==> src/rtl/fir_coeff_loader_pkg.sv <==
// -----------------------------------------------------------------------------
// fir_coeff_loader_pkg
//   Shared definitions for the FIR coefficient loader and its neighbours.
//   - state_t : loader FSM encoding, also exported on the loader's debug port
//   - n_ld()  : number of coefficients actually downloaded (symmetric first
//               half, rounded up to whole polyphase rows of M taps)
//   - gap_w() : width of the inter-write gap counter for a given WR_GAP
// -----------------------------------------------------------------------------
package fir_coeff_loader_pkg;

  typedef enum logic [2:0] {
    ST_IDLE  = 3'd0,
    ST_LOAD  = 3'd1,
    ST_GAP   = 3'd2,
    ST_FLUSH = 3'd3,
    ST_DONE  = 3'd4,
    ST_DRAIN = 3'd5
  } state_t;

  // Coefficients loaded for a filter of order ord with m polyphase branches:
  // half of the per-branch rows (rounded up), times the branch count.
  function automatic int n_ld(input int ord, input int m);
    return (((ord + 1) / m + 1) / 2) * m;
  endfunction

  // The gap counter only has to hold wr_gap-1; keep at least one bit so the
  // timer still elaborates when gaps are disabled.
  function automatic int gap_w(input int wr_gap);
    if (wr_gap <= 1) return 1;
    return $clog2(wr_gap);
  endfunction

endpackage

==> src/rtl/fir_coeff_loader_if.sv <==
// -----------------------------------------------------------------------------
// fir_coeff_loader_if
//   Coefficient stream into the loader.
//
//   Handshake: a word transfers on every rising clk edge where s_valid and
//   s_ready are both high. The source holds s_data/s_last stable while s_valid
//   is high and s_ready is low; s_ready may change freely and never depends
//   combinationally on s_valid.
//
//   Signals: s_valid, s_data[COEFF_SIZE], s_last (source -> loader),
//            s_ready (loader -> source).
//   Modports: master = stream source, slave = loader.
// -----------------------------------------------------------------------------
interface fir_coeff_loader_if #(
  parameter int COEFF_SIZE = 16
) ();

  logic                  s_valid;
  logic                  s_ready;
  logic [COEFF_SIZE-1:0] s_data;
  logic                  s_last;

  modport master (output s_valid, output s_data, output s_last, input s_ready);
  modport slave  (input s_valid, input s_data, input s_last, output s_ready);

endinterface

==> src/rtl/fir_coeff_loader_gap_timer.sv <==
// -----------------------------------------------------------------------------
// fir_coeff_loader_gap_timer
//   Down-counter that paces idle cycles between coefficient writes.
//   Ports:
//     clk, rst   clock, synchronous active-high reset
//     load       load load_val (wins over en)
//     en         decrement by one while non-zero
//     load_val   reload value (number of remaining gap cycles minus one)
//     zero       count is zero
// -----------------------------------------------------------------------------
module fir_coeff_loader_gap_timer #(
  parameter int W = 2
) (
  input  logic         clk,
  input  logic         rst,
  input  logic         load,
  input  logic         en,
  input  logic [W-1:0] load_val,
  output logic         zero
);

  logic [W-1:0] cnt_q, cnt_d;

  always_comb begin
    cnt_d = cnt_q;
    if (load) begin
      cnt_d = load_val;
    end else if (en && (cnt_q != '0)) begin
      cnt_d = cnt_q - 1'b1;
    end
  end

  always_ff @(posedge clk) begin
    if (rst) begin
      cnt_q <= '0;
    end else begin
      cnt_q <= cnt_d;
    end
  end

  assign zero = (cnt_q == '0);

endmodule

==> src/rtl/fir_coeff_loader.sv <==
// -----------------------------------------------------------------------------
// fir_coeff_loader
//   Downloads the symmetric first half of a polyphase FIR coefficient set from
//   a valid/ready stream into the decimator's coefficient port, holding the
//   decimator in load mode for the whole transfer, checking the stream length
//   and reporting done/err plus a wrapping checksum of the written words.
//
//   Ports:
//     clk, rst     single clock, synchronous active-high reset
//     start        1-cycle pulse; begins a load from IDLE or DONE
//     abort        terminates any non-IDLE activity, beats every other input
//     s            coefficient stream (slave side)
//     c_we         decimator load mode, high in LOAD, GAP and FLUSH
//     c_wr         one-cycle strobe per coefficient written
//     c_in/c_addr  registered coefficient and address, held when c_wr=0
//     busy         high in LOAD, GAP and FLUSH
//     done, err    sticky status, cleared by the next accepted start
//     checksum     modulo 2^COEFF_SIZE sum of written coefficients
//     state_o      current FSM state (debug)
// -----------------------------------------------------------------------------
module fir_coeff_loader
  import fir_coeff_loader_pkg::*;
#(
  parameter  int ORD        = 255,
  parameter  int M          = 8,
  parameter  int COEFF_SIZE = 16,
  parameter  int WR_GAP     = 0,
  localparam int N_LD       = n_ld(ORD, M),
  localparam int AW         = $clog2(ORD + 1)
) (
  input  logic                  clk,
  input  logic                  rst,
  input  logic                  start,
  input  logic                  abort,
  fir_coeff_loader_if.slave     s,
  output logic                  c_we,
  output logic                  c_wr,
  output logic [COEFF_SIZE-1:0] c_in,
  output logic [AW-1:0]         c_addr,
  output logic                  busy,
  output logic                  done,
  output logic                  err,
  output logic [COEFF_SIZE-1:0] checksum,
  output state_t                state_o
);

  localparam logic [AW-1:0] LAST_ADDR = AW'(N_LD - 1);
  localparam int            GW        = gap_w(WR_GAP);
  localparam logic [GW-1:0] GAP_LOAD  = (WR_GAP > 0) ? GW'(WR_GAP - 1) : '0;

  state_t                state_q, state_d;
  logic [AW-1:0]         cnt_q, cnt_d;
  logic [AW-1:0]         c_addr_q, c_addr_d;
  logic [COEFF_SIZE-1:0] c_in_q, c_in_d;
  logic [COEFF_SIZE-1:0] checksum_q, checksum_d;
  logic                  c_wr_q, c_wr_d;
  logic                  done_q, done_d;
  logic                  err_q, err_d;
  logic                  drain_pend_q, drain_pend_d;

  logic s_ready_w;
  logic accept;
  logic gap_load;
  logic gap_zero;

  fir_coeff_loader_gap_timer #(
    .W (GW)
  ) u_gap_timer (
    .clk      (clk),
    .rst      (rst),
    .load     (gap_load),
    .en       (state_q == ST_GAP),
    .load_val (GAP_LOAD),
    .zero     (gap_zero)
  );

  // Ready is a pure function of state. A word offered in an abort cycle is
  // not taken, so it is never written nor counted.
  assign s_ready_w = (state_q == ST_LOAD) || (state_q == ST_DRAIN);
  assign accept    = s.s_valid && s_ready_w && !abort;

  always_comb begin
    state_d      = state_q;
    cnt_d        = cnt_q;
    c_addr_d     = c_addr_q;
    c_in_d       = c_in_q;
    checksum_d   = checksum_q;
    c_wr_d       = 1'b0;
    done_d       = done_q;
    err_d        = err_q;
    drain_pend_d = drain_pend_q;
    gap_load     = 1'b0;

    if (abort && (state_q != ST_IDLE)) begin
      state_d = ST_IDLE;
      err_d   = 1'b1;
    end else begin
      case (state_q)
        ST_IDLE, ST_DONE: begin
          // In IDLE an abort arriving with start still suppresses the start.
          if (start && !abort) begin
            state_d      = ST_LOAD;
            done_d       = 1'b0;
            err_d        = 1'b0;
            checksum_d   = '0;
            cnt_d        = '0;
            drain_pend_d = 1'b0;
          end
        end

        ST_LOAD: begin
          if (accept) begin
            c_wr_d     = 1'b1;
            c_in_d     = s.s_data;
            c_addr_d   = cnt_q;
            checksum_d = checksum_q + s.s_data;
            if (s.s_last) begin
              // Short stream still writes what it got, but flags an error.
              state_d = ST_FLUSH;
              if (cnt_q != LAST_ADDR) err_d = 1'b1;
            end else if (cnt_q == LAST_ADDR) begin
              // Stream is longer than the table: write the final slot, then
              // swallow the remainder up to s_last.
              state_d      = ST_FLUSH;
              err_d        = 1'b1;
              drain_pend_d = 1'b1;
            end else begin
              cnt_d = cnt_q + 1'b1;
              if (WR_GAP > 0) begin
                state_d  = ST_GAP;
                gap_load = 1'b1;
              end
            end
          end
        end

        ST_GAP: begin
          if (gap_zero) state_d = ST_LOAD;
        end

        // FLUSH is entered while the final write strobe is on the port and
        // is held one further cycle so c_we covers the memory write; c_we
        // therefore falls two cycles after the final c_wr.
        ST_FLUSH: begin
          if (!c_wr_q) begin
            if (drain_pend_q) begin
              state_d = ST_DRAIN;
            end else if (err_q) begin
              state_d = ST_IDLE;
            end else begin
              state_d = ST_DONE;
              done_d  = 1'b1;
            end
          end
        end

        ST_DRAIN: begin
          if (accept && s.s_last) begin
            state_d      = ST_IDLE;
            drain_pend_d = 1'b0;
          end
        end

        default: state_d = ST_IDLE;
      endcase
    end
  end

  always_ff @(posedge clk) begin
    if (rst) begin
      state_q      <= ST_IDLE;
      cnt_q        <= '0;
      c_addr_q     <= '0;
      c_in_q       <= '0;
      checksum_q   <= '0;
      c_wr_q       <= 1'b0;
      done_q       <= 1'b0;
      err_q        <= 1'b0;
      drain_pend_q <= 1'b0;
    end else begin
      state_q      <= state_d;
      cnt_q        <= cnt_d;
      c_addr_q     <= c_addr_d;
      c_in_q       <= c_in_d;
      checksum_q   <= checksum_d;
      c_wr_q       <= c_wr_d;
      done_q       <= done_d;
      err_q        <= err_d;
      drain_pend_q <= drain_pend_d;
    end
  end

  assign s.s_ready = s_ready_w;
  assign c_we      = (state_q == ST_LOAD) || (state_q == ST_GAP) || (state_q == ST_FLUSH);
  assign busy      = c_we;
  assign c_wr      = c_wr_q;
  assign c_in      = c_in_q;
  assign c_addr    = c_addr_q;
  assign done      = done_q;
  assign err       = err_q;
  assign checksum  = checksum_q;
  assign state_o   = state_q;

endmodule

==> src/flat_wrapper.sv <==
// flat-port wrapper written by rule: the top's interface ports become plain ports
module fir_coeff_loader_flat import fir_coeff_loader_pkg::*;
#(
  parameter  int ORD        = 255,
  parameter  int M          = 8,
  parameter  int COEFF_SIZE = 16,
  parameter  int WR_GAP     = 0,
  localparam int N_LD       = n_ld(ORD, M),
  localparam int AW         = $clog2(ORD + 1)
)
  (clk, rst, start, abort, c_we, c_wr, c_in, c_addr, busy, done, err, checksum, state_o, s_s_valid, s_s_data, s_s_last, s_s_ready);
  fir_coeff_loader_if #(.COEFF_SIZE(COEFF_SIZE)) s_i ();
  input  logic clk;
  input  logic rst;
  input  logic start;
  input  logic abort;
  output logic c_we;
  output logic c_wr;
  output logic [COEFF_SIZE-1:0] c_in;
  output logic [AW-1:0] c_addr;
  output logic busy;
  output logic done;
  output logic err;
  output logic [COEFF_SIZE-1:0] checksum;
  output state_t state_o;
  input wire logic [$bits(s_i.s_valid)-1:0] s_s_valid;
  input wire logic [$bits(s_i.s_data)-1:0] s_s_data;
  input wire logic [$bits(s_i.s_last)-1:0] s_s_last;
  output wire logic [$bits(s_i.s_ready)-1:0] s_s_ready;
  assign s_i.s_valid = s_s_valid;
  assign s_i.s_data = s_s_data;
  assign s_i.s_last = s_s_last;
  assign s_s_ready = s_i.s_ready;
  fir_coeff_loader #(.ORD(ORD), .M(M), .COEFF_SIZE(COEFF_SIZE), .WR_GAP(WR_GAP)) u_core (.clk(clk), .rst(rst), .start(start), .abort(abort), .s(s_i), .c_we(c_we), .c_wr(c_wr), .c_in(c_in), .c_addr(c_addr), .busy(busy), .done(done), .err(err), .checksum(checksum), .state_o(state_o));
endmodule
==> config.mk <==
export PLATFORM = sky130hd
export DESIGN_NAME = fir_coeff_loader_flat
export DESIGN_NICKNAME = d
export VERILOG_FILES = /design/src/rtl/fir_coeff_loader_pkg.sv /design/src/rtl/fir_coeff_loader_if.sv /design/src/rtl/fir_coeff_loader_gap_timer.sv /design/src/rtl/fir_coeff_loader.sv /design/src/flat_wrapper.sv
export SDC_FILE = /design/constraint.sdc
export NUM_CORES = 1
export LEC_CHECK = 0
export CORE_MARGIN = 2
export CORE_UTILIZATION = 52
export CTS_BUF_LIST = sky130_fd_sc_hd__clkbuf_2 sky130_fd_sc_hd__clkbuf_4 sky130_fd_sc_hd__clkbuf_8
export DETAILED_ROUTE_END_ITERATION = 10
export GPL_TIMING_DRIVEN = 0
export PLACE_DENSITY = 0.86
export SLEW_MARGIN = 20
export SYNTH_ARGS = -nofsm -noshare
export SYNTH_HDL_FRONTEND = slang
export SYNTH_SLANG_ARGS = --single-unit
==> constraint.sdc <==
create_clock -name clk -period 3.2 [get_ports clk]
set_input_delay 0.8 -clock clk [delete_from_list [all_inputs] [get_ports clk]]
set_output_delay 0.8 -clock clk [all_outputs]
set_load 0.05 [all_outputs]
; ---- Yosys cells after proc, flatten, opt, wreduce, memory -nomap -nowiden
; Index checks and enable logic that the tools add are counted.
[totals]
ff_bits = 56
word_cells = 97
out_inout_bits = 49
inputBits = 22
[op_classes]
reduce_logical = 26
add_sub_neg = 3
n_mux = 34
bitwise_logic = 2
eq_ne = 22
[ops]
columns = op, n
row1 = 16-bit 2-to-1 mux, 2
row2 = 8-bit 2-to-1 mux, 4
row3 = 16-bit one-hot mux with 2 select lines, 1
row4 = 3-bit 2-to-1 mux, 9
row5 = 6-bit AND reduction, 3
row6 = 16-bit adder, 1
row7 = 2-bit != test (second input constant), 8
row8 = 8-bit one-hot mux with 2 select lines, 1
row9 = 3-bit one-hot mux with 5 select lines, 1
row10 = 1-bit 2-to-1 mux, 13
row11 = 3-bit nonzero test, 3
row12 = 8-bit by 1-bit adder with 8-bit output (second input constant), 1
row13 = 8-bit by 7-bit equality test with 1-bit output (second input constant), 1
row14 = 4-bit != test (second input constant), 2
row15 = 8-bit by 7-bit != test with 1-bit output (second input constant), 1
row16 = 7-bit AND reduction, 1
row17 = 3-bit by 2-bit equality test with 1-bit output (second input constant), 2
row18 = 3-bit equality test (second input constant), 2
row19 = 1-bit logical AND, 6
row20 = 5-bit AND reduction, 1
row21 = 2-bit by 1-bit != test with 1-bit output (second input constant), 2
row22 = 1-bit one-hot mux with 2 select lines, 2
row23 = 4-bit AND reduction, 1
row24 = 2-bit nonzero test, 2
row25 = 13 further kinds, 17

; ---- Depth between registers and ports, before layout
; Gate-level depths: netlist (run 1).
[depth]
ltp_word = 7
depth_mapped = 9
mapped_depth_nobuf = 9

; ---- Cells and area by module
; Synthesis (run 1) repeated with hierarchy kept, for this count alone.
[hier_totals]
cells_unflattened = 372
area_unflattened_um2 = 2974.1
[by_module_without_submodules]
columns = mod, n_inst, area_each_um2, seq_area_each_um2, cells_per_inst
row1 = fir_coeff_loader, 1, 2926.6, 1101.1, 368
row2 = fir_coeff_loader_gap_timer, 1, 47.5, 20.0, 4

; ---- Worst setup path before layout (run 1)
; Ideal clock, no wire load.
[synth_timing]
kind = flip-flop to output port
startpoint = register u_core.state_q[1], in the netlist u_core.state_o[1]
endpoint = output port c_we
slack_ps = 543
t_required_ps = 2400
stages_incl_launch_ff = 4
path_buffers = 1
arrival_ps = 1857
path_cell_list = dfxtp_1 -> nor2_1 -> nor2_1 -> buf_4
[synth_via]
elab_chain_cells = 3
elab_cells_between_ends = 5
classes_between = eq/ne: 3 / reduce/logical: 2
[synth_rtl]
columns = element, line_no
row1 = start: declaration, fir_coeff_loader.sv:51  ; state_t state_q, state_d;
row2 = start signal: assignment, fir_coeff_loader.sv:181  ; state_q <= state_d;
row3 = 3-bit by 1-bit equality test with 1-bit output / 3-bit by 2-bit equality test with 1-bit output (equally long branches), fir_coeff_loader.sv:194  ; assign c_we = (state_q == ST_LOAD) || (state_q == ST_GAP) || (state_q == ST_FLUSH);
row4 = 1-bit logical OR, fir_coeff_loader.sv:194
row5 = 1-bit logical OR (*), fir_coeff_loader.sv:194
row6 = end: declaration, flat_wrapper.sv:17  ; output logic c_we;
; Every way passes the cells marked *; elsewhere a longest branch is shown, timed or not.

; ---- Worst setup path after layout (run 1)
[layout_timing]
startpoint = input port s_s_data[0]
endpoint = register u_core.checksum_q[10], in the netlist u_core.checksum[10]
[layout_via]
elab_chain_cells = 3
[layout_rtl]
columns = element, line_no
row1 = start: declaration, flat_wrapper.sv:27  ; input wire logic [$bits(s_i.s_data)-1:0] s_s_data;
row2 = 16-bit adder, fir_coeff_loader.sv:116  ; checksum_d = checksum_q + s.s_data;
row3 = 16-bit 2-to-1 mux, fir_coeff_loader.sv:112  ; if (accept) begin
row4 = 16-bit one-hot mux with 2 select lines, fir_coeff_loader.sv:98  ; case (state_q)
row5 = end signal: assignment, fir_coeff_loader.sv:185  ; checksum_q <= checksum_d;
row6 = end: declaration, fir_coeff_loader.sv:55  ; logic [COEFF_SIZE-1:0] checksum_q, checksum_d;
; Every way passes these cells. The select of a mux whose other input is x is not followed.
; A chain may end at the register's enable or synchronous reset.

==> impl_metrics.csv, run 1 <==
group,metric,value,unit
status,status,"completed",
logic_synthesis,yosysSeqAreaShare,0.367,
floorplan,start_util,0.547,
cts,cts_inserted_buffers,5,
cts,cts_buffer_depth,2,
timing,drv_slew,0,
cells_and_area,stdcell_count,534,
logic_synthesis,synth_seq_cells,56,
power_and_ir_drop,total_power,2.08,mW
logic_synthesis,synth-async-reset-ratio,0,
floorplan,row_count,27,
timing,setup_viol,0,
detailed_routing,drtAntennaViolNets,0,
cts,cts-root-buf,"clkbuf_8",
cts,cts_max_level,2,
cts,clock_latency,310,ps
cts,cts_tree,"built",
floorplan,die_w,80.6,µm
cts,clk_pin_slew,100,ps
logic_synthesis,synth_top_family_by_area,"compound AO/OA/AOI/OAI gates",
detailed_routing,drt_iter0_markers,188,
timing,skew,6.96,ps
place,gp_congestion,0.914,
worst_setup_path,slowest_stage,"clkdlybuf4s50_1",
cts,cts_sinks,56,
worst_setup_path,start_kind,"primary input",
logic_synthesis,synth-edff-count,0,
worst_setup_path,cp_max_fo,5,
detailed_routing,vias,3125,
logic_synthesis,yosysWarnings,0,
logic_synthesis,synth_cells,384,
logic_synthesis,yosys.area_share.simple,0.231,
cells_and_area,drive_gt1_frac,0.0390,
power_and_ir_drop,power_density,528,nW/µm²
grt,overflow,0,
logic_synthesis,muxShareOfSynthArea,0.0103,
logic_synthesis,synth.avg_cell_area,7.95,µm²
grt,grt_max_degree,19,
grt,grtUsageTotal,0.243,
cells_and_area,areaGrowthSynthToFinish,29.2,%
worst_setup_path,crit_path_end_kind,"flip-flop",
detailed_routing,drc,0,
grt,grt_pass1_wl,12.7,mm
timing,slew_headroom,0.433,
cells_and_area,final_common_cell,"nand2_1",
detailed_routing,routed_wirelength,7.86,mm
hold_path,hp-class,"flip-flop to flip-flop",
grt,grt_pass1_vias,2751,
cells_and_area,fin_nets,500,
logic_synthesis,synthDistinctLibCells,53,
logic_synthesis,synth_nets,423,
grt,antenna_found_initial,0,
power_and_ir_drop,peakVddDrop,0.347,mV
power_and_ir_drop,p_leak,1.42,nW
timing,max_clock_freq,333,MHz
worst_setup_path,max_stage_delay,440,ps
place,portBuffers,70,
timing,post-route-min-period,3010,ps
floorplan,die_area,6500,µm²
logic_synthesis,synth_area,3050,µm²
place,place_ws,-205,ps
worst_setup_path,critPathKind,"primary input to flip-flop",
place,dp_cells,526,
detailed_routing,detail_route.vias_per_cell,5.85,
detailed_routing,wl_per_cell,14.7,µm
place,dp_hpwl,5.86,mm
timing,tightest_slew,850,ps
hold_path,hold_depth,2,
timing,hold_ws,458,ps
cells_and_area,final_cell_mix,"72 x nand2_1, 70 x clkdlybuf4s50_1, 56 x dfxtp_1",
logic_synthesis,synth_compound_area_frac,0.251,
floorplan,io_pins,71,
worst_setup_path,r2r_cells,9,
worst_setup_path,cp_cell_sequence,"clkdlybuf4s50_1, ha_1, inv_1, fa_1, nor2b_1, o31a_1, o31ai_4, a211oi_1, or3_1, a32o_1",
worst_setup_path,cp.arrival,3230,ps
timing,fin_ws,193,ps
detailed_routing,dr.pass1.iters,5,
worst_setup_path,worstPathRequired,3420,ps
timing,fin_tns_setup,0,ps
logic_synthesis,synth-xor-area-share,0.0287,
timing,timing_hold_violations_final,0,
timing,rsz0062_at_grt,"no",
cells_and_area,n_antenna_cell,0,
logic_synthesis,synth-adder-area-share,0.0722,
flow_run,maxCapViolCount,0,
timing,fin_crit_sh,0.940,
floorplan,coreArea,5570,µm²
logic_synthesis,synth_flop_cell,"dfxtp_1",
floorplan,die_h,80.6,µm
[final cells by class]
cell class	instances	area [µm²]
Timing Repair Buffer	70	701
Tap cell	72	90.1
Inverter	8	30.0
Sequential cell	56	1120
Buffer	21	91.3
Multi-Input combinational cell	299	1820
Clock inverter	3	22.5
Fill cell	472	1630
Clock buffer	5	68.8
[critical path: cells and delay by family]
family / cells / cell delay (ps)
AO/OA/AOI/OAI: 4 / 1030
adder cells (fa/ha/maj): 2 / 460
AND/OR/NAND/NOR: 2 / 410
buffers and inverters: 2 / 520
[kinds of logic (layout without fill, tap and decap cells)]
logic type	count (synthesis)	in the layout
muxes	3	3
xor gates and xnor gates	10	10
AOI/OAI and AO/OA	121	121
adders and majority gates	17	17
DFF	56	56
buffers and inverters	29	107
and+or+nand+nor	148	148
[worst paths after layout]
| path | from | endpoint | slack (ps) |
|---|---|---|---|
| max | s_s_data[0] | u_core.checksum[10] | 190 |
| min | u_core.c_in[15] | u_core.c_in[15] | 460 |
| max reg2reg | u_core.checksum[0] | u_core.checksum[10] | 790 |
| min reg2reg | u_core.c_in[15] | u_core.c_in[15] | 460 |
[flip-flops by register name (all words and copies together), names as in the netlist]
register / count
u_core.c_in: 16
u_core.checksum: 16
u_core.c_addr: 8
u_core.cnt_q: 8
u_core.state_o: 3
u_core.c_wr: 1
u_core.done: 1
u_core.drain_pend_q: 1
u_core.err: 1
u_core.u_gap_timer.cnt_q: 1
[timing repair]
action / 4_1_cts / 5_1_grt
hold endpoints to repair: 0 / 0
setup endpoints to repair: 0 / 1
gates resized for setup: 0 / 1
hold buffers: 0 / 0
setup buffers: 0 / 0
[through the flow]
step	util	instance area [µm²]
after floorplan	-	3050
after global placement	0.689	3840
after detailed placement	0.689	3840
after CTS	0.706	3930
after global routing	0.707	3940
final	0.707	3940
[routing by layer]
metal / up-vias / global-route usage / wire, µm
met5: - / 0 / 0
met4: 0 / 0.0610 / 103
met3: 9 / 0.0315 / 398
met2: 103 / 0.408 / 3710
met1: 1472 / 0.330 / 3650
li1: 1541 / - / -
[cells in the mapped netlist, drive strengths merged (2+ instances only)]
| master | count | area share |
|---|---|---|
| a311oi | 2 | 0.0057 |
| nand4 | 4 | 0.0082 |
| nand2b | 6 | 0.012 |
| inv | 8 | 0.0098 |
| o31a | 3 | 0.0086 |
| nor2b | 5 | 0.010 |
| nand3 | 7 | 0.011 |
| and3 | 6 | 0.012 |
| a21oi | 48 | 0.079 |
| mux2i | 2 | 0.0066 |
| nand4b | 4 | 0.011 |
| o21a | 4 | 0.0098 |
| dfxtp | 56 | 0.37 |
| a32o | 3 | 0.0098 |
| nor3b | 5 | 0.016 |
| nor2 | 23 | 0.028 |
| nor3 | 6 | 0.0098 |
| or3 | 5 | 0.010 |
| o21ai | 25 | 0.041 |
| nand2 | 72 | 0.089 |
| xnor2 | 7 | 0.020 |
| ha | 16 | 0.066 |
| a211oi | 8 | 0.021 |
| buf | 6 | 0.011 |
| clkbuf | 15 | 0.018 |
| a21o | 8 | 0.020 |
| o211ai | 5 | 0.012 |
| a22oi | 4 | 0.0098 |
| a221oi | 2 | 0.0057 |
| xor2 | 3 | 0.0086 |
[where the power goes]
part	leakage, nW	switching, mW	internal [mW]
combinational	0.923	0.577	0.317
sequential	0.452	0.0463	0.743
clock	0.0485	0.242	0.157
total	1.42	0.865	1.22
Power figures use the tool's default switching activity.
==> inputs of run 2 (changes only) <==
Settings changed: CTS_CLUSTER_DIAMETER set to 150.
Clock period 3.2 ns to 3.3 ns, I/O delays scaled along.
==> run 2 against run 1 <==
  * Non-clock buffer count stayed put
  * Sequential power decreased by 3.0%
  * Clock skew is 1.8 ps higher
  * Core utilization fell by 0.16 points
  * Worst setup slack worse by 67 ps
  * Die area unchanged
  * Hold slack about the same
  * Largest cell class unchanged
  * Highest routed layer unchanged
==> impl_metrics.csv, run 2 (synthesis results as in run 1) <==
group,metric,value,unit
flow_run,maxCapViolCount,0,
cells_and_area,n_antenna_cell,0,
timing,fin_ws,126,ps
grt,overflow,0,
place,dpl_cell_area,3840,µm²
floorplan,die_area,6500,µm²
floorplan,coreArea,5570,µm²
place,dp_cells,526,
cts,cts_sinks,56,
worst_setup_path,cp.arrival,3390,ps
detailed_routing,drt_iter0_markers,149,
timing,max_clock_freq,315,MHz
cells_and_area,stdcell_count,534,
detailed_routing,detail_route.vias_per_cell,5.81,
grt,grt_pass1_vias,2751,
hold_path,holdCritStartpoint,"u_core.u_gap_timer.cnt_q",
timing,drv_slew,0,
cts,cts_inserted_buffers,5,
detailed_routing,vias,3101,
cells_and_area,areaGrowthSynthToFinish,28.9,%
worst_setup_path,critPathKind,"primary input to flip-flop",
power_and_ir_drop,p_leak,1.42,nW
cells_and_area,drive_gt1_frac,0.0390,
cts,cts_max_level,2,
cells_and_area,final_common_cell,"nand2_1",
cts,clk_pin_slew,100,ps
timing,timing_hold_violations_final,0,
grt,antenna_found_initial,0,
cts,cts_tree,"built",
worst_setup_path,cp_max_fo,5,
floorplan,die_w,80.6,µm
timing,post-route-min-period,3170,ps
floorplan,io_pins,71,
grt,grt_max_degree,19,
place,gp_congestion,0.914,
cells_and_area,final_cell_mix,"72 x nand2_1, 70 x clkdlybuf4s50_1, 56 x dfxtp_1",
worst_setup_path,worstPathRequired,3520,ps
cells_and_area,fin_nets,500,
timing,hold_ws,458,ps
cts,cts_resized,0,
detailed_routing,routed_wirelength,7.87,mm
place,dp_hpwl,5.86,mm
grt,grtUsageTotal,0.243,
floorplan,die_h,80.6,µm
worst_setup_path,start_kind,"primary input",
timing,rsz0062_at_grt,"no",
cts,clock_latency,310,ps
worst_setup_path,timing.rr.start,"u_core.checksum[0]",
place,portBuffers,70,
detailed_routing,wl_per_cell,14.7,µm
status,status,"completed",
detailed_routing,drc,0,
timing,tightest_slew,839,ps
power_and_ir_drop,power_density,514,nW/µm²
cts,cts-root-buf,"clkbuf_8",
cells_and_area,design_area,3930,µm²
cts,post_cts_buffers,0,
timing,setup_viol,0,
power_and_ir_drop,peakVddDrop,0.339,mV
timing,slew_headroom,0.441,
cts,hold_buffers,0,
timing,skew,8.75,ps
detailed_routing,dr.pass1.iters,5,
worst_setup_path,crit_path_end_kind,"flip-flop",
detailed_routing,drtAntennaViolNets,0,
place,place_ws,-130,ps
hold_path,hp-class,"flip-flop to flip-flop",
floorplan,start_util,0.547,
grt,grt_pass1_wl,12.7,mm
timing,fin_crit_sh,0.962,
cts,cts_buffer_depth,2,
worst_setup_path,crit_start,"s_s_data[0]",
floorplan,row_count,27,
## run 2: cell counts in the layout (fill, tap and decap cells not counted)
No cell type changed its count.
## run 2: routing by layer
metal / routed length, µm / share of wire / GRT usage / up-vias
li1: - / - / - / 1536
met2: 3740 / 0.47 / 0.408 / 96
met1: 3660 / 0.46 / 0.330 / 1460
met4: 99 / 0.013 / 0.0610 / 0
met3: 373 / 0.047 / 0.0315 / 9
met5: 0 / 0 / 0 / -
## run 2: worst paths after layout
kind	end	slack, ps	cells past startpoint
max	u_core.checksum[10]	130	10
min reg2reg	u_core.u_gap_timer.cnt_q	460	2
min	u_core.u_gap_timer.cnt_q	460	2
max reg2reg	u_core.checksum[10]	760	9
## run 2: report_power, final
group	internal [mW]	switching, mW	total, mW
combinational	0.307	0.560	0.867
sequential	0.721	0.0446	0.765
clock	0.153	0.236	0.389
total	1.18	0.840	2.02
## run 2: worst max-delay path: stages
cell	delay, ps
clkdlybuf4s50_1	440
ha_1	250
inv_1	80
fa_1	210
nor2b_1	70
o31a_1	280
o31ai_2	440
a211oi_1	190
or3_1	350
a32o_1	250
## run 2: stage by stage
step | setup TNS [ps] | utilization | total power [mW]
after floorplan | 0 | - | 1.38
after global placement | -93.3 | 0.689 | 1.62
after detailed placement | -215 | 0.689 | 1.64
after CTS | 0 | 0.706 | 2.02
after global routing | 0 | 0.706 | 2.12
final | 0 | 0.706 | 2.02
## run 2: area by class of cell
type                    instances  area [µm²]
inverters                       8        30.0
clock inverters                 3        22.5
plain buffers                  21        91.3
well taps                      72        90.1
fillers                       475        1640
flip-flops and latches         56        1120
clock buffers                   5        68.8
multi-input cells             299        1810
repair buffers                 70         701
==> inputs of run 3 (changes only) <==
Settings changed: CORE_UTILIZATION 52 to 60, DONT_BUFFER_PORTS set to 1, PLACE_DENSITY 0.86 to 0.76.
==> run 3 against run 2 <==
  * Highest routed layer unchanged
  * Critical path depth fell by 7
  * Sequential cell count is the same
  * Clock power is 21% higher
  * Combinational power shrank 35%
  * Via count is 11% lower
  * Total power is 3.9% lower
  * Maximum frequency grew 2.0%
==> impl_metrics.csv, run 3 (synthesis results as in run 1) <==
group,metric,value,unit
hold_path,holdCritStartpoint,"u_core.u_gap_timer.cnt_q",
cells_and_area,final_util,0.675,
timing,drv_slew,0,
floorplan,start_util,0.634,
power_and_ir_drop,total_power,1.94,mW
worst_setup_path,cp_num_buf_inv,1,
timing,rsz0062_at_grt,"no",
power_and_ir_drop,p_leak,1.18,nW
cells_and_area,design_area,3250,µm²
worst_setup_path,worstPathRequired,2470,ps
cts,cts_tree,"built",
worst_setup_path,r2r_cells,7,
worst_setup_path,slowest_stage,"dfxtp_1",
cells_and_area,drive_gt1_frac,0.0459,
worst_setup_path,timing.rr.start,"u_core.checksum[2]",
place,portBuffers,0,
power_and_ir_drop,peakVddDrop,0.542,mV
detailed_routing,vias,2746,
grt,grtUsageTotal,0.257,
detailed_routing,drt_iter0_markers,215,
cts,cts_sinks,56,
detailed_routing,routed-wl-met3,531,µm
worst_setup_path,critPathKind,"flip-flop to primary output",
timing,timing_hold_violations_final,0,
cells_and_area,areaGrowthSynthToFinish,6.52,%
detailed_routing,dr_wl_met2,3.17,mm
timing,fin_ws,188,ps
cts,cts_resized,0,
status,status,"completed",
detailed_routing,dr.max_layer_used,"met4",
timing,fin_crit_sh,0.943,
cts,cts_inserted_buffers,5,
place,dpl_cell_area,3140,µm²
hold_path,hp-class,"flip-flop to flip-flop",
floorplan,row_count,25,
floorplan,io_pins,71,
cts,clock_latency,310,ps
grt,grt_max_degree,18,
place,dp_hpwl,5.31,mm
cells_and_area,multi_input_area,1810,µm²
grt,grt_pass1_wl,11.3,mm
detailed_routing,dr.pass1.iters,4,
place,gp_congestion,0.906,
grt,overflow,0,
detailed_routing,routed_wirelength,7.10,mm
detailed_routing,drtAntennaViolNets,0,
cells_and_area,fillers,442,
timing,setup_viol,0,
floorplan,die_area,5670,µm²
worst_setup_path,cp_cell_sequence,"nor2_1, nor2_1, buf_4",
grt,antenna_found_initial,0,
timing,max_clock_freq,321,MHz
worst_setup_path,worstSetupPathDepth,3,
floorplan,coreArea,4820,µm²
worst_setup_path,worst_path_most_repeated_cell,"nor2_1",
grt,grt_pass1_vias,2392,
cts,clk_pin_slew,100,ps
worst_setup_path,start_kind,"flip-flop",
worst_setup_path,cp.arrival,2290,ps
flow_run,maxCapViolCount,0,
detailed_routing,drc,0,
timing,post-route-min-period,3110,ps
cts,post_cts_buffers,0,
cells_and_area,n_antenna_cell,0,
cts,cts_max_level,2,
worst_setup_path,path_delay_family,"simple AND/OR/NAND/NOR gates",
hold_path,hold_depth,2,
worst_setup_path,max_stage_delay,780,ps
cells_and_area,fin_nets,430,
timing,tightest_slew,1000,ps
timing,skew,2.45,ps
cells_and_area,final_cell_mix,"72 x nand2_1, 56 x dfxtp_1, 48 x a21oi_1",
worst_setup_path,crit_path_end_kind,"primary output",
cts,hold_buffers,0,
worst_setup_path,cp_max_fo,6,
timing,fin_tns_setup,0,ps
place,place_ws,389,ps
power_and_ir_drop,power_density,598,nW/µm²
timing,slew_headroom,0.331,
detailed_routing,wl_met1,3.34,mm
cells_and_area,regArea,1120,µm²
cells_and_area,final_common_cell,"nand2_1",
floorplan,die_w,75.3,µm
cts,cts_buffer_depth,2,
worst_setup_path,crit_start,"u_core.state_o[1]",
cts,cts-root-buf,"clkbuf_8",
detailed_routing,wl_per_cell,15.5,µm
detailed_routing,detail_route.vias_per_cell,5.98,
floorplan,die_h,75.3,µm
run 3: cell types whose count changed in the layout (fill, tap and decap cells not counted):
cell and delta:
clkinv_2 -1, clkbuf_4 +1, clkdlybuf4s50_1 -70, bufinv_16 +1
clkinv_4 -1
run 3: worst paths after layout:
| path | end | slack, ps |
|---|---|---|
| worst min-delay path | u_core.u_gap_timer.cnt_q | 460 |
| worst min register to register | u_core.u_gap_timer.cnt_q | 460 |
| worst max register to register | u_core.checksum[10] | 540 |
| worst max-delay path | c_we | 190 |
run 3: worst register-to-register path, delay by kind of cell (launching register included):
family	cells	cell delay, ps
adders and majority gates	1	380
and+or+nand+nor	2	510
DFF	1	680
AOI/OAI and AO/OA	4	1100
run 3: area by class of cell:
class | count | area share
Buffer | 21 | 0.0281
Clock buffer | 6 | 0.0235
Clock inverter | 2 | 0.0119
Inverter | 8 | 0.00924
Multi-Input combinational cell | 299 | 0.557
Sequential cell | 56 | 0.345
Tap cell | 67 | 0.0258
run 3: metal layers:
metal | vias to the layer above | GRT usage
met3 | 8 | 0.0622
met5 | - | 0
li1 | 1386 | -
met4 | 0 | 0.0643
met1 | 1270 | 0.371
met2 | 82 | 0.387
run 3: report_power, final:
part | switching (mW) | internal (mW) | leakage, nW
Sequential | 0.187 | 0.720 | 0.452
Combinational | 0.377 | 0.188 | 0.672
Clock | 0.232 | 0.238 | 0.0592
Total | 0.797 | 1.15 | 1.18
run 3: stage by stage:
step           std cells  hold WS (ps)
2_1_floorplan        384           427
3_3_place_gp         451           439
3_5_place_dp         451           446
4_1_cts              459           460
5_1_grt              459           504
6_report             459           457
==> RTL change 1 (flow settings as in run 3) <==
Take the reset off `c_addr_q` and `checksum_q` and load them in a clocked block of their own.
--- a/src/rtl/fir_coeff_loader.sv
+++ b/src/rtl/fir_coeff_loader.sv
@@ -170,9 +170,7 @@
     if (rst) begin
       state_q      <= ST_IDLE;
       cnt_q        <= '0;
-      c_addr_q     <= '0;
       c_in_q       <= '0;
-      checksum_q   <= '0;
       c_wr_q       <= 1'b0;
       done_q       <= 1'b0;
       err_q        <= 1'b0;
@@ -180,14 +178,17 @@
     end else begin
       state_q      <= state_d;
       cnt_q        <= cnt_d;
-      c_addr_q     <= c_addr_d;
       c_in_q       <= c_in_d;
-      checksum_q   <= checksum_d;
       c_wr_q       <= c_wr_d;
       done_q       <= done_d;
       err_q        <= err_d;
       drain_pend_q <= drain_pend_d;
     end
+  end
+
+  always_ff @(posedge clk) begin
+    c_addr_q   <= c_addr_d;
+    checksum_q <= checksum_d;
   end
 
   assign s.s_ready = s_ready_w;
Check against the original RTL: differs if rst is asserted again (counterexample within 4 cycles, from zero or initial values and one cycle with rst high); with rst held inactive, the same outputs for 10 cycles.
==> RTL change 1 against run 3 <==
Setup slack improved by 50 ps; via count decreased by 3.0%; first-iteration DRC count decreased by 13%; total power increased by 9.0%; design area increased by 3.6%; non-clock buffer count decreased by 7; sequential cell count unchanged; wire length increased by 3.9%; area after synthesis increased by 3.7%; critical endpoint unchanged; largest power group unchanged.
==> RTL change 1: results (changes against run 3) <==
Run status -> completed
Crit share post-route -> 92.79% (-1.5 points)
Number of fill cells -> 461 (+4.3%)
Post-synthesis adder-cell area fraction -> 6.957% (-0.26 points)
Met3 Resource Use GR -> 7.227% (+1.0 points)
Multi-input gates -> 271 (-9.4%)
Hold path start -> u_core.u_gap_timer.cnt_q
R2r setup slk -> 380 ps (-160 ps)
Worst r2r src -> u_core.checksum[0]
Synth top area cells -> edfxtp_1 (23%), dfxtp_1 (20%), ha_1 (6.3%)
Gate count of the mapped netlist -> 349 (-9.1%)
Synth Area in Compound Gates -> 20.95% (-4.1 points)
Post-DP HPWL -> 5324 µm (+0.27%)
Total Nets Final -> 395 (-8.1%)
Sequential power -> 0.00103 W (+14%)
Plain + repair buffers -> 14 (-33%)
Layout non-clock buf frac -> 2.490% (-0.32 points)
Mapped Nets -> 388 (-8.3%)
Post-CTS sizing -> 1 (+1)
Synth Area in XOR/XNOR -> 2.213% (-0.66 points)
Synth-to-layout area growth -> 6.364%
Sequential cell area share -> 40.43% (+5.9 points)
Number of global-route vias before repair -> 2508 (+4.8%)
Drt wl/cell -> 17.29 µm (+12%)
Post-synth EDFFs -> 24 (+24)
Power Combinational -> 0.000625 W (+11%)
P_int -> 0.001261 W (+10%)
Share of cells above drive strength 1 -> 8.403% (+3.8 points)
==> RTL change 1: cell types whose count changed in the layout (fill, tap and decap cells not counted), moves of 5 or more <==
cell,run 3,this run
dfxtp_1,56,32
edfxtp_1,0,24
nand2_1,72,53
a21oi_1,48,35
clkbuf_1,15,7
nor2_1,23,28
o211ai_1,5,0
==> RTL change 1: how the worst max path moves through the flow <==
stage,endpoint,start,cells after the start
after CTS,c_we,u_core.state_o[1],4
after detailed placement,c_we,u_core.state_o[1],4
final,c_we,u_core.state_o[1],4
after global placement,c_we,u_core.state_o[1],4
after global routing,c_we,u_core.state_o[1],4
after floorplan,c_we,u_core.state_o[0],5
==> RTL change 1: cells by family after synthesis <==
logic type / after synthesis
AOI/OAI and AO/OA: 101
xor gates and xnor gates: 8
adders and majority gates: 17
buffers and inverters: 22
DFF: 56
muxes: 4
and+or+nand+nor: 141
==> RTL change 1: worst max-delay path: stages (launching register included) <==
cell and delay (ps):
dfxtp_1 730, buf_2 340, nor2_1 90, nor2_2 460
buf_4 300
==> RTL change 2 (settings of run 3) <==
Made on the original files. `COEFF_SIZE` is set to 16 in 3 places; all go to 8.
--- a/src/rtl/fir_coeff_loader_if.sv
+++ b/src/rtl/fir_coeff_loader_if.sv
@@ -12,7 +12,7 @@
 //   Modports: master = stream source, slave = loader.
 // -----------------------------------------------------------------------------
 interface fir_coeff_loader_if #(
-  parameter int COEFF_SIZE = 16
+  parameter int COEFF_SIZE = 8
 ) ();
 
   logic                  s_valid;
--- a/src/rtl/fir_coeff_loader.sv
+++ b/src/rtl/fir_coeff_loader.sv
@@ -23,7 +23,7 @@
 #(
   parameter  int ORD        = 255,
   parameter  int M          = 8,
-  parameter  int COEFF_SIZE = 16,
+  parameter  int COEFF_SIZE = 8,
   parameter  int WR_GAP     = 0,
   localparam int N_LD       = n_ld(ORD, M),
   localparam int AW         = $clog2(ORD + 1)
--- a/src/flat_wrapper.sv
+++ b/src/flat_wrapper.sv
@@ -3,7 +3,7 @@
 #(
   parameter  int ORD        = 255,
   parameter  int M          = 8,
-  parameter  int COEFF_SIZE = 16,
+  parameter  int COEFF_SIZE = 8,
   parameter  int WR_GAP     = 0,
   localparam int N_LD       = n_ld(ORD, M),
   localparam int AW         = $clog2(ORD + 1)
Ports: changed (resized c_in, checksum and s_s_data); port bits go from 71 to 47. The function was not compared with the original's and may differ.
==> RTL change 2 against run 3 <==
Total power shrank 24%; sequential cell count shrank 16; setup slack gained 130 ps; wire length shrank 37%; global-route usage shrank 0.28 points; non-clock buffer count shrank 7; design area shrank 34%; via count shrank 36%; fmax grew 4.2%; cell count shrank 35%; area after synthesis shrank 35%; critical path type unchanged; largest cell class unchanged.
==> RTL change 2: results (changes against run 3) <==
Num CTS Buffers -> 5 (unchanged)
Register area share after synthesis -> 40.23% (+3.5 points)
Worst VDD drop -> 0.3658 mV (-32%)
Total Nets Final -> 276 (-36%)
GP Congestion -> 0.8540 (-5.8%)
Drt wl/cell -> 15.03 µm (-2.9%)
Worst r2r src -> u_core.state_o[2]
Family with the most delay on the worst path -> buffers and inverters
Reg2Reg Depth -> 6 (-1)
Hold Path Depth -> 1 (-1)
Initial antenna violation count -> 0 (unchanged)
GR Util All Layers -> 25.43% (-0.28 points)
Synth Area in Compound Gates -> 21.37% (-3.7 points)
Worst hold path type -> flop to flop
# diodes -> 0 (unchanged)
Post-synthesis adder-cell area fraction -> 6.034% (-1.2 points)
Reg-to-Reg End -> u_core.cnt_q[5]
Global-route track usage on met1 -> 36.08% (-1.1 points)
Clock Path Buffers -> 2 (unchanged)
Final Skew -> 7.260 ps (+4.814 ps)
Initial DRC Count -> 122 (-43%)
Mux cell area share after synthesis -> 1.006% (-0.019 points)
Met2 usage -> 36.24% (-2.5 points)
Met3 Resource Use GR -> 9.664% (+3.4 points)
Worst skew pair latency -> 350 ps (+40 ps)
Synth top area cells -> dfxtp_1 (40%), a21oi_1 (9.1%), nand2_1 (8.5%)
Slew headroom -> 38.09% (+5.0 points)
Crit Path Max Fanout -> 10 (+4)
Netlist cell types -> 45 (-15%)
Largest net degree at the start of global routing -> 13 (-5)
Placed cell area -> 2046 µm² (-35%)
Number of global-route vias before repair -> 1495 (-38%)
Asr flop ratio synth -> 0% (unchanged)
Share of cells above drive strength 1 -> 6.299% (+1.7 points)
Mapped Nets -> 269 (-36%)
Hold endpoint -> u_core.u_gap_timer.cnt_q
CP max stage cell -> dfxtp_2
First-pass GRT wire length -> 7044 µm (-38%)
R2r setup slk -> 920 ps (+380 ps)
Post-DP HPWL -> 3271 µm (-38%)
Routed vias -> 1751 (-36%)
Highest cell delay on the worst timing path -> 540 ps (-240 ps)
Leakage -> 0.7474 nW (-37%)
Run status -> completed
CTS root buffer -> clkbuf_4
Synth top cells by count -> nand2_1 (45), dfxtp_1 (40), a21oi_1 (36), nor2_1 (13), nand3_1 (10)
Drt pass-1 iters -> 4 (unchanged)
Synth Area in XOR/XNOR -> 2.200% (-0.67 points)
Reg clk slew, reported paths -> 120 ps (+20 ps)
## RTL change 2: cell types whose count changed in the layout (fill, tap and decap cells not counted), sizes merged, moves of 5 or more
cell    before  now
xnor2        7    2
clkbuf      21   16
ha          16    8
and3         6    0
nand2       72   45
dfxtp       56   40
o21ai       25    7
nor2        23   13
a21o         8    2
a21oi       48   36
## RTL change 2: cells by family after synthesis
kind of cell / Yosys count
compound gates: 70
buf+inv: 20
mux: 2
flops: 40
xor+xnor: 5
simple gates: 100
fa+ha+maj: 9
## RTL change 2: worst max-delay path by stage
stage / from / end / slack [ps]
final: u_core.state_o[0] / c_we / 310
after global routing: u_core.state_o[0] / c_we / 160
after CTS: u_core.state_o[0] / c_we / 90
after detailed placement: u_core.state_o[0] / c_we / 220
after global placement: u_core.state_o[0] / c_we / 240
after floorplan: u_core.state_o[0] / c_we / 380
## RTL change 2: routing by layer
layer | share of wire [%] | vias to the layer above
met5 | 0 | -
met4 | 1.0 | 0
met3 | 10 | 7
met2 | 42 | 70
met1 | 47 | 779
li1 | - | 895
## RTL change 2: final cells by class
cell class	count	area (µm²)
Inverter	6	22.52
Fill cell	288	958.4
Sequential cell	40	802.0
Multi-Input combinational cell	186	1104
Clock buffer	7	65.06
Buffer	14	66.31
Tap cell	44	55.05
Clock inverter	1	30.03
## RTL change 2: what timing repair did
| item | 4_1_cts | 5_1_grt |
|---|---|---|
| setup buffers | 0 | 0 |
| endpoints found under the setup margin | 1 | 1 |
| resized for setup | 1 | 1 |
| endpoints found under the hold margin | 0 | 0 |
## RTL change 2: power by group
group | switching, W | internal, W | leakage (nW)
Combinational | 0.000297 | 0.000147 | 0.372
Sequential | 0.000145 | 0.000523 | 0.324
Clock | 0.000161 | 0.000201 | 0.0515
Total | 0.000603 | 0.000870 | 0.747
## RTL change 2: worst reg2reg max path, delay by kind of cell, from the launching register on
family	cells	cell delay, ps
DFF	1	730
AOI/OAI and AO/OA	3	670
and+or+nand+nor	2	590
buffers and inverters	1	320
## RTL change 2: stage by stage
stage               hold WS (ps)  worst slack [ps]  std cells  utilization, %
global placement           463.9             239.0        290           65.93
finish                     481.8             313.4        298           69.11
global route               511.3             160.9        298           69.11
detailed placement         469.7             224.7        290           65.93
floorplan                  455.5             378.2        246               -
CTS                        486.2             94.34        298           69.07
